$ cat src/rtl/mem_bus_arbiter.sv
// Arbitrates one main-memory block port between the read-only instruction cache
// and the read/write data cache. Only one memory transaction is in flight at a time.
module mem_bus_arbiter #(
    parameter int ADDR_W    = 6,
    parameter int DATA_W    = 32,
    parameter int DPRIORITY = 1
) (
    input  logic              CLK,
    input  logic              RESET,
    input  logic              i_read,
    input  logic [ADDR_W-1:0] i_address,
    output logic [DATA_W-1:0] i_readdata,
    output logic              i_busywait,
    input  logic              d_read,
    input  logic              d_write,
    input  logic [ADDR_W-1:0] d_address,
    input  logic [DATA_W-1:0] d_writedata,
    output logic [DATA_W-1:0] d_readdata,
    output logic              d_busywait,
    output logic              mem_read,
    output logic              mem_write,
    output logic [ADDR_W-1:0] mem_address,
    output logic [DATA_W-1:0] mem_writedata,
    input  logic [DATA_W-1:0] mem_readdata,
    input  logic              mem_busywait,
    output logic [2:0]        dbg_state
);

    localparam logic [2:0] IDLE    = 3'd0;
    localparam logic [2:0] SERVE_I = 3'd1;
    localparam logic [2:0] SERVE_D = 3'd2;
    localparam logic [2:0] RESP_I  = 3'd3;
    localparam logic [2:0] RESP_D  = 3'd4;

    // Handshake: a cache holds its request level-high; the request is accepted and
    // answered in the single cycle its busywait is low (RESP state). Toward memory the
    // strobe stays high until mem_busywait is low after the issue cycle.

    logic [2:0]        state;
    logic              issued_r;
    logic              last_grant;   // 0 = icache, 1 = dcache
    logic              op_write_r;
    logic [ADDR_W-1:0] addr_r;
    logic [DATA_W-1:0] wdata_r;

    logic i_req;
    logic d_req;
    logic serving;
    logic pick_d;

    assign i_req   = i_read;
    assign d_req   = d_read | d_write;
    assign serving = (state == SERVE_I) || (state == SERVE_D);

    always_comb begin
        pick_d = 1'b0;
        if (d_req && !i_req)
            pick_d = 1'b1;
        else if (d_req && i_req)
            pick_d = (DPRIORITY != 0) ? 1'b1 : ~last_grant;
    end

    always_ff @(posedge CLK) begin
        if (RESET) begin
            state      <= IDLE;
            issued_r   <= 1'b0;
            last_grant <= 1'b0;
            op_write_r <= 1'b0;
            addr_r     <= '0;
            wdata_r    <= '0;
            i_readdata <= '0;
            d_readdata <= '0;
        end else begin
            case (state)
                IDLE: begin
                    issued_r <= 1'b0;
                    if (pick_d) begin
                        state      <= SERVE_D;
                        last_grant <= 1'b1;
                        addr_r     <= d_address;
                        wdata_r    <= d_writedata;
                        op_write_r <= d_write;
                    end else if (i_req) begin
                        state      <= SERVE_I;
                        last_grant <= 1'b0;
                        addr_r     <= i_address;
                        wdata_r    <= '0;
                        op_write_r <= 1'b0;
                    end
                end
                SERVE_I, SERVE_D: begin
                    issued_r <= 1'b1;
                    // The busywait seen in the issue cycle predates our strobe, so ignore it.
                    if (issued_r && !mem_busywait) begin
                        issued_r <= 1'b0;
                        if (state == SERVE_I) begin
                            state      <= RESP_I;
                            i_readdata <= mem_readdata;
                        end else begin
                            state <= RESP_D;
                            if (!op_write_r)
                                d_readdata <= mem_readdata;
                        end
                    end
                end
                RESP_I, RESP_D: state <= IDLE;
                default:        state <= IDLE;
            endcase
        end
    end

    assign mem_read      = serving & ~op_write_r;
    assign mem_write     = serving & op_write_r;
    assign mem_address   = addr_r;
    assign mem_writedata = wdata_r;
    assign i_busywait    = i_req & (state != RESP_I);
    assign d_busywait    = d_req & (state != RESP_D);
    assign dbg_state     = state;

endmodule
$ cat config.mk
export PLATFORM = sky130hd
export DESIGN_NAME = mem_bus_arbiter
export DESIGN_NICKNAME = d
export VERILOG_FILES = /design/src/rtl/mem_bus_arbiter.sv
export SDC_FILE = /design/constraint.sdc
export NUM_CORES = 1
export LEC_CHECK = 0
export CAP_MARGIN = 10
export CORE_UTILIZATION = 45
export DETAILED_ROUTE_END_ITERATION = 10
export HOLD_SLACK_MARGIN = 0.08
export PLACE_DENSITY = 0.95
export SLEW_MARGIN = 10
export SYNTH_ARGS = -nofsm -noshare
export SYNTH_HDL_FRONTEND = slang
export SYNTH_SLANG_ARGS = --single-unit
$ cat constraint.sdc
create_clock -name CLK -period 3.8 [get_ports CLK]
set_clock_uncertainty 0.05 [all_clocks]
set_input_delay 0.76 -clock CLK [delete_from_list [all_inputs] [get_ports CLK]]
set_output_delay 0.76 -clock CLK [all_outputs]
set_load 0.01 [all_outputs]
==> flow_summary.json, run 1 <==
{
  "worst_slack_ns": 0.681,
  "cp.required_ns": 2.99,
  "synth_flop_cell": "dfxtp_1",
  "grt_pass1_wl_um": 22400,
  "cts_buffers": 9,
  "start_util_pct": 47.4,
  "clock_sinks": 107,
  "synth_edf_count": 0,
  "dp.cells": 764,
  "yosysTopAreaCell": "dfxtp_1",
  "io_buffers": 190,
  "synth_area_leaders": "dfxtp_1 (51%), a21oi_1 (13%), nand3_1 (11%), o21ai_0 (7.4%), o21ai_1 (4.2%)",
  "dr_wl_met2_um": 7160,
  "end_kind": "primary output",
  "power_density_mw_per_mm2": 373,
  "synth-seq-area-share_pct": 51.1,
  "io_pins": 191,
  "grt_pass1_vias": 4570,
  "dp_hpwl_um": 9640,
  "grt_max_degree": 80,
  "hp-class": "reg -> reg",
  "cp_max_fo": 9,
  "drive_gt1_share_pct": 5.21,
  "detail-route-antenna-nets": 0,
  "rsz0062_at_grt": "false",
  "slew_headroom_pct": 19.5,
  "final.period_utilization_pct": 82.1,
  "placed_cell_area_mm2": 0.00609,
  "ir_drop_uv": 236,
  "dp_slack_ns": 0.700,
  "clkTransAtPathRegs_ns": 0.09,
  "antenna_found_initial": 0,
  "drt_iter0_drc": 291,
  "ys_ff_latch": 107,
  "synth_cell_types": 30,
  "start_kind": "input pin",
  "netlist_instances": 512,
  "setup.worst_path.class": "in -> out",
  "p_leak_nw": 2.09,
  "wl_met1_um": 5220,
  "die_h_um": 98.5,
  "period_needed_ns": 3.12,
  "synth_top_area_share_pct": 51.1,
  "syn_area_mm2": 0.00419,
  "post_cts_buffers": 0,
  "routabilityCongestion": 0.825,
  "overflow": 0,
  "cts_tree": "done",
  "first_pass_iters": 10,
  "ctsResizeCount": 0,
  "h-tree-depth": 3,
  "syn_nets": 594,
  "violations": "DRC",
  "rows": 34,
  "reg2reg_depth": 3,
  "routed_wl_um": 14000,
  "finalNetCount": 749,
  "timing.fmax_mhz": 321,
  "design.core.area_mm2": 0.00885,
  "drc": 11,
  "hold_depth": 2,
  "worstPathArrival_ns": 2.31,
  "cts_root_buffer": "clkbuf_8",
  "report.final.slew_viol_count": 0,
  "area_growth_pct": 50.3,
  "routedWlPerCell_um": 17.9,
  "cts_max_path_buffers": 2,
  "routed_via_density": 5.89,
  "cap_violations": 0,
  "async_reset_ff_share_pct": 0,
  "hold_viol": 0,
  "status": "complete, but fails checks",
  "clock_latency_ns": 0.35,
  "synth_warnings": 0,
  "hold_ws_ns": 0.427,
  "nFillCells": 705,
  "layout.cells.non_filler": 780,
  "hold_buffers": 0,
  "grt_use_total_pct": 28.9,
  "syn_area_per_cell_um2": 8.19,
  "route.met3.wl_um": 1350,
  "top_layer_used": "met4",
  "tns_ns": 0,
  "worst_slew_pin_slew_ns": 1.21,
  "die_w_um": 98.5,
  "vias": 4598,
  "antenna_cells": 0,
  "setup_violations": 0,
  "fin_area_mm2": 0.00630,
  "die_area_mm2": 0.00970
}
-- area by class of cell --
class | instances | area, um2 | area share [%]
clock buffer | 10 | 138 | 2.18
clock inverter | 6 | 70.1 | 1.11
inverter | 3 | 11.3 | 0.179
multi-input combinational | 345 | 1820 | 28.9
sequential | 107 | 2140 | 34.0
tap | 108 | 135 | 2.14
timing repair buffer | 201 | 1980 | 31.5
-- registers in the layout (all words and copies together) (netlist names) --
name and flops:
mem_address 6, i_readdata 32, issued_r 1, mem_writedata 32
dbg_state 3, d_readdata 32, op_write_r 1
-- through the flow --
step                utilization (%)  total power, mW
floorplan                         -             1.41
global placement               68.9             1.62
detailed placement             68.9             1.64
CTS                            71.2             2.36
global route                   71.2             2.44
finish                         71.2             2.35
-- Yosys cell counts, drive strengths merged, types with 2 or more instances --
library cell / instances
o21ai: 97
a311oi: 6
or3: 2
nor4: 2
nor2: 3
inv: 3
dfxtp: 107
clkbuf: 40
nand3: 96
buf: 17
nand2: 16
a21oi: 107
nor3: 3
-- worst paths after layout --
kind,start,end,slack [ns]
min,mem_writedata[14],mem_writedata[14],0.43
max,d_write,d_busywait,0.68
min reg2reg,mem_writedata[14],mem_writedata[14],0.43
max reg2reg,dbg_state[1],d_readdata[18],1.34
-- where the power goes --
part | total, mW | switching (mW) | internal [mW] | leakage (nW)
registers | 1.20 | 0.0316 | 1.16 | 0.870
clock network | 0.730 | 0.400 | 0.331 | 0.108
logic | 0.422 | 0.219 | 0.202 | 1.11
total | 2.35 | 0.651 | 1.70 | 2.09
-- critical path: stages --
cell	delay [ns]
clkdlybuf4s50_1	0.56
nor2_1	0.07
buf_4	0.17
a21oi_1	0.17
clkdlybuf4s50_1	0.58
-- cells in the final DEF (no fill, tap or decap), types with 2 or more instances in the layout --
master | Yosys | final
or3_1 | 2 | 2
nor2_1 | 3 | 3
o21ai_1 | 35 | 35
a21oi_1 | 107 | 107
o21ai_0 | 62 | 62
nor4_1 | 2 | 2
a311oi_1 | 6 | 6
inv_6 | 0 | 3
inv_1 | 3 | 3
clkbuf_8 | 0 | 10
nand2_1 | 16 | 16
dfxtp_1 | 107 | 107
nand3_1 | 96 | 96
buf_4 | 1 | 12
clkdlybuf4s50_1 | 0 | 189
-- logic make-up (layout without fill, tap and decap cells) --
logic type	Yosys count	in the layout	share of synthesized area [%]
AND/OR/NAND/NOR	131	131	16.3
buffers and inverters	60	220	6.09
flip-flops	107	107	51.1
AO/OA/AOI/OAI	213	213	26.3
XOR/XNOR	1	1	0.209
-- routing by layer --
layer  vias up  global-route usage, %
met5         -                      0
met4         0                   10.4
met3        22                   9.01
met2       269                   52.3
met1      2160                   31.9
li1       2147                      -
(Power assumes the default switching activity.)
==> run 2, diff against run 1 <==
--- a/config.mk
+++ b/config.mk
@@ -6,10 +6,10 @@
 export NUM_CORES = 1
 export LEC_CHECK = 0
 export CAP_MARGIN = 10
-export CORE_UTILIZATION = 45
+export CORE_UTILIZATION = 41
 export DETAILED_ROUTE_END_ITERATION = 10
 export HOLD_SLACK_MARGIN = 0.08
-export PLACE_DENSITY = 0.95
+export PLACE_DENSITY = 0.89
 export SLEW_MARGIN = 10
 export SYNTH_ARGS = -nofsm -noshare
 export SYNTH_HDL_FRONTEND = slang
==> constraint.sdc (replaced) <==
create_clock -name CLK -period 3 [get_ports CLK]
set_clock_uncertainty 0.05 [all_clocks]
set_input_delay 0.6 -clock CLK [delete_from_list [all_inputs] [get_ports CLK]]
set_output_delay 0.6 -clock CLK [all_outputs]
set_load 0.01 [all_outputs]
==> flow_summary.json, run 2 (synthesized netlist as in run 1, its figures left out) <==
{
  "rows": 36,
  "first_pass_iters": 5,
  "worstHoldStart": "mem_writedata[11]",
  "clock_sinks": 107,
  "clkTransAtPathRegs_ns": 0.11,
  "hold_ws_ns": 0.428,
  "cp.required_ns": 2.35,
  "start_kind": "input pin",
  "io_pins": 191,
  "die_h_um": 103,
  "start_util_pct": 42.7,
  "reg2reg_from": "dbg_state[2]",
  "grt_use_total_pct": 25.4,
  "cts_tree": "done",
  "cp_max_fo": 5,
  "antenna_cells": 0,
  "p_leak_nw": 2.10,
  "dp_hpwl_um": 9200,
  "timing.fmax_mhz": 383,
  "cts_buffers": 9,
  "end_kind": "primary output",
  "post_cts_buffers": 0,
  "worst_slew_pin_slew_ns": 0.805,
  "layout_common_cells": "clkdlybuf4s50_1 (189), a21oi_1 (107), dfxtp_1 (107)",
  "final_common_cell": "clkdlybuf4s50_1",
  "reg2reg_depth": 3,
  "dp.cells": 793,
  "layout.cells.non_filler": 809,
  "p_total_mw": 2.90,
  "status": "completed",
  "worst_slack_ns": 0.388,
  "cap_violations": 0,
  "hp-class": "reg -> reg",
  "reg2reg_slack_ns": 0.75,
  "grt_pass1_wl_um": 21100,
  "dp_slack_ns": 0.388,
  "cts_max_path_buffers": 2,
  "detail-route-antenna-nets": 0,
  "drc": 0,
  "routabilityCongestion": 0.734,
  "die_w_um": 103,
  "setup_violations": 0,
  "hold_buffers": 0,
  "worst_r2r_endpoint": "d_readdata[2]",
  "finalNetCount": 753,
  "tns_ns": 0,
  "clock_latency_ns": 0.35,
  "antenna_found_initial": 0,
  "vias": 4544,
  "grt_max_degree": 77,
  "die_area_mm2": 0.0106,
  "rsz0062_at_grt": "false",
  "io_buffers": 190,
  "area_growth_pct": 51.6,
  "overflow": 0,
  "ir_drop_uv": 299,
  "hold_viol": 0,
  "h-tree-depth": 3,
  "ctsResizeCount": 0,
  "worstPathArrival_ns": 1.96,
  "design.core.area_mm2": 0.00982,
  "setup.worst_path.class": "in -> out",
  "drive_gt1_share_pct": 5.77,
  "slew_headroom_pct": 46.3,
  "cts_root_buffer": "clkbuf_8",
  "drt_iter0_drc": 197,
  "report.final.slew_viol_count": 0,
  "final.period_utilization_pct": 87.1,
  "period_needed_ns": 2.61,
  "power_density_mw_per_mm2": 456,
  "hold_end": "mem_writedata[11]",
  "routedWlPerCell_um": 16.8,
  "routed_via_density": 5.62,
  "grt_pass1_vias": 4461,
  "hold_depth": 2,
  "routed_wl_um": 13600
}
==> run 2: cell count changes in the layout (fill, tap and decap cells not counted), sizes merged <==
cell	delta
bufinv	-1
buf	+4
inv	-2
clkbuf	+1
clkinv	+2
==> run 2: stage by stage <==
stage | utilization (%) | cell area (um2)
detailed placement | 62.8 | 6170
global placement | 62.8 | 6170
global route | 64.7 | 6350
CTS | 64.7 | 6350
finish | 64.7 | 6350
floorplan | - | 4190
==> run 2: worst max-delay path, cell delays in order <==
cell	delay (ns)
clkdlybuf4s50_1	0.57
nor2_1	0.10
a21oi_1	0.12
clkdlybuf4s50_1	0.57
==> run 2: how the worst max path moves through the flow <==
stage | from | endpoint | slack [ns] | cells after the start
2_1_floorplan | dbg_state[1] | mem_write | 1.27 | 3
3_3_place_gp | d_write | d_busywait | 0.41 | 4
3_5_place_dp | d_write | d_busywait | 0.39 | 4
4_1_cts | dbg_state[2] | mem_write | 0.36 | 2
5_1_grt | dbg_state[2] | mem_write | 0.27 | 2
6_report | d_write | d_busywait | 0.39 | 4
==> run 2: cell type report <==
type	instances	area [um2]
repair buffers	205	2020
fillers	839	3460
well taps	133	166
multi-input cells	345	1820
clock inverters	5	46.3
flip-flops and latches	107	2140
clock buffers	11	141
inverters	3	11.3
==> run 2: routing by layer <==
layer	share of wire, %	wire, um	vias to the layer above	GRT usage (%)
met4	1.4	188	0	8.67
met1	40	5460	2158	29.4
met3	9.9	1350	16	8.07
met5	0	0	-	0
li1	-	-	2153	-
met2	49	6610	217	44.2
==> run 2: where the power goes <==
part           internal (mW)  switching [mW]  leakage, nW  total, mW
Sequential              1.48          0.0326        0.870       1.51
Combinational          0.262           0.281         1.14      0.544
Clock                  0.338           0.510       0.0956      0.848
==> run 3, diff against run 2 <==
--- a/config.mk
+++ b/config.mk
@@ -6,6 +6,7 @@
 export NUM_CORES = 1
 export LEC_CHECK = 0
 export CAP_MARGIN = 10
+export CORE_ASPECT_RATIO = 2
 export CORE_UTILIZATION = 41
 export DETAILED_ROUTE_END_ITERATION = 10
 export HOLD_SLACK_MARGIN = 0.08
==> flow_summary.json, run 3 (synthesized netlist as in run 1, its figures left out) <==
{
  "status": "completed",
  "worstPathCellList": "xnor2_1, nor3b_1, clkdlybuf4s50_1",
  "final_common_cell": "clkdlybuf4s50_1",
  "routabilityCongestion": 0.802,
  "grt_pass1_wl_um": 22900,
  "drc": 0,
  "max_stage_delay_ns": 0.70,
  "ir_drop_uv": 331,
  "io_buffers": 190,
  "routed_wl_um": 14500,
  "worst_slew_pin_slew_ns": 0.706,
  "finalNetCount": 752,
  "hold_buffers": 0,
  "clock_latency_ns": 0.34,
  "slew_headroom_pct": 53.0,
  "die_h_um": 145,
  "start_kind": "flip-flop",
  "start_util_pct": 42.7,
  "cp_slowest_cell": "dfxtp_1",
  "cts_tree": "done",
  "cts_root_buffer": "clkbuf_16",
  "drive_gt1_share_pct": 5.48,
  "seqCellArea_mm2": 0.00214,
  "grt_pass1_vias": 4544,
  "area_growth_pct": 53.6,
  "layout_common_cells": "clkdlybuf4s50_1 (189), a21oi_1 (107), dfxtp_1 (107)",
  "multiInputGateArea_mm2": 0.00182,
  "cts_buffers": 9,
  "cp.required_ns": 2.35,
  "detail-route-antenna-nets": 0,
  "cp_max_fo": 15,
  "setup.worst_path.class": "reg -> out",
  "first_pass_iters": 5,
  "cap_violations": 0,
  "report.final.slew_viol_count": 0,
  "die_area_mm2": 0.0107,
  "hold_ws_ns": 0.425,
  "p_leak_nw": 2.14,
  "post_cts_buffers": 0,
  "layout.cells.non_filler": 807,
  "worst_slack_ns": 0.326,
  "nFillCells": 831,
  "antenna_found_initial": 0,
  "rsz0062_at_grt": "false",
  "tns_ns": 0,
  "period_needed_ns": 2.67,
  "power_density_mw_per_mm2": 491,
  "rows": 51,
  "end_kind": "primary output",
  "drt_iter0_drc": 366,
  "routedWlPerCell_um": 18.0,
  "io_pins": 191,
  "die_w_um": 73.5,
  "h-tree-depth": 3,
  "final.period_utilization_pct": 89.1,
  "design.core.area_mm2": 0.00983,
  "hold_viol": 0,
  "cts_max_path_buffers": 2,
  "critical-path-top-delay-family": "flip-flops",
  "overflow": 0,
  "dp_slack_ns": 0.437,
  "worstPathArrival_ns": 2.02,
  "dp_hpwl_um": 10200,
  "grt_use_total_pct": 27.8,
  "vias": 4597,
  "dp.cells": 791,
  "clkTransAtPathRegs_ns": 0.08,
  "grt_max_degree": 65,
  "hp-class": "reg -> reg",
  "timing.fmax_mhz": 374,
  "setup_violations": 0,
  "p_total_mw": 3.16,
  "ctsResizeCount": 0,
  "antenna_cells": 0,
  "routed_via_density": 5.70,
  "crit_buf_inv": 1,
  "clock_sinks": 107
}
==> run 3: final cells by class <==
cell class | instances | share of cell area, %
Sequential cell | 107 | 33.3
Clock buffer | 10 | 3.56
Timing Repair Buffer | 204 | 31.3
Inverter | 3 | 0.175
Multi-Input combinational cell | 345 | 28.3
Clock inverter | 6 | 0.758
Tap cell | 132 | 2.57
==> run 3: path summary, 6_finish.rpt <==
check	endpoint	slack, ns	cells after the start	start
max	mem_write	0.33	3	dbg_state[0]
min	mem_writedata[5]	0.43	2	mem_writedata[5]
max reg2reg	d_readdata[10]	0.86	5	dbg_state[1]
min reg2reg	mem_writedata[5]	0.43	2	mem_writedata[5]
==> run 3: layer usage <==
| layer | share of wire [%] | global-route usage (%) |
|---|---|---|
| met3 | 6.1 | 6.88 |
| met5 | 0 | 0 |
| met1 | 34 | 28.3 |
| met4 | 5.2 | 17.6 |
| met2 | 54 | 48.4 |
==> run 3: power by group <==
| part | leakage [nW] | internal [mW] | switching [mW] |
|---|---|---|---|
| clock | 0.137 | 0.573 | 0.527 |
| combinational | 1.13 | 0.262 | 0.285 |
| sequential | 0.870 | 1.47 | 0.0370 |
| total | 2.14 | 2.31 | 0.850 |
==> run 3: worst reg2reg max path, cell delays in order, from the launching register on <==
cell and delay, ns:
dfxtp_1 0.58, buf_4 0.42, nor4b_4 0.27, buf_4 0.39, nand3_1 0.22, a21oi_1 0.16
==> run 3: metrics by stage <==
stage          area, um2  utilization (%)
6_report            6440             65.5
3_3_place_gp        6160             62.7
3_5_place_dp        6160             62.7
2_1_floorplan       4190                -
4_1_cts             6440             65.5
5_1_grt             6440             65.5
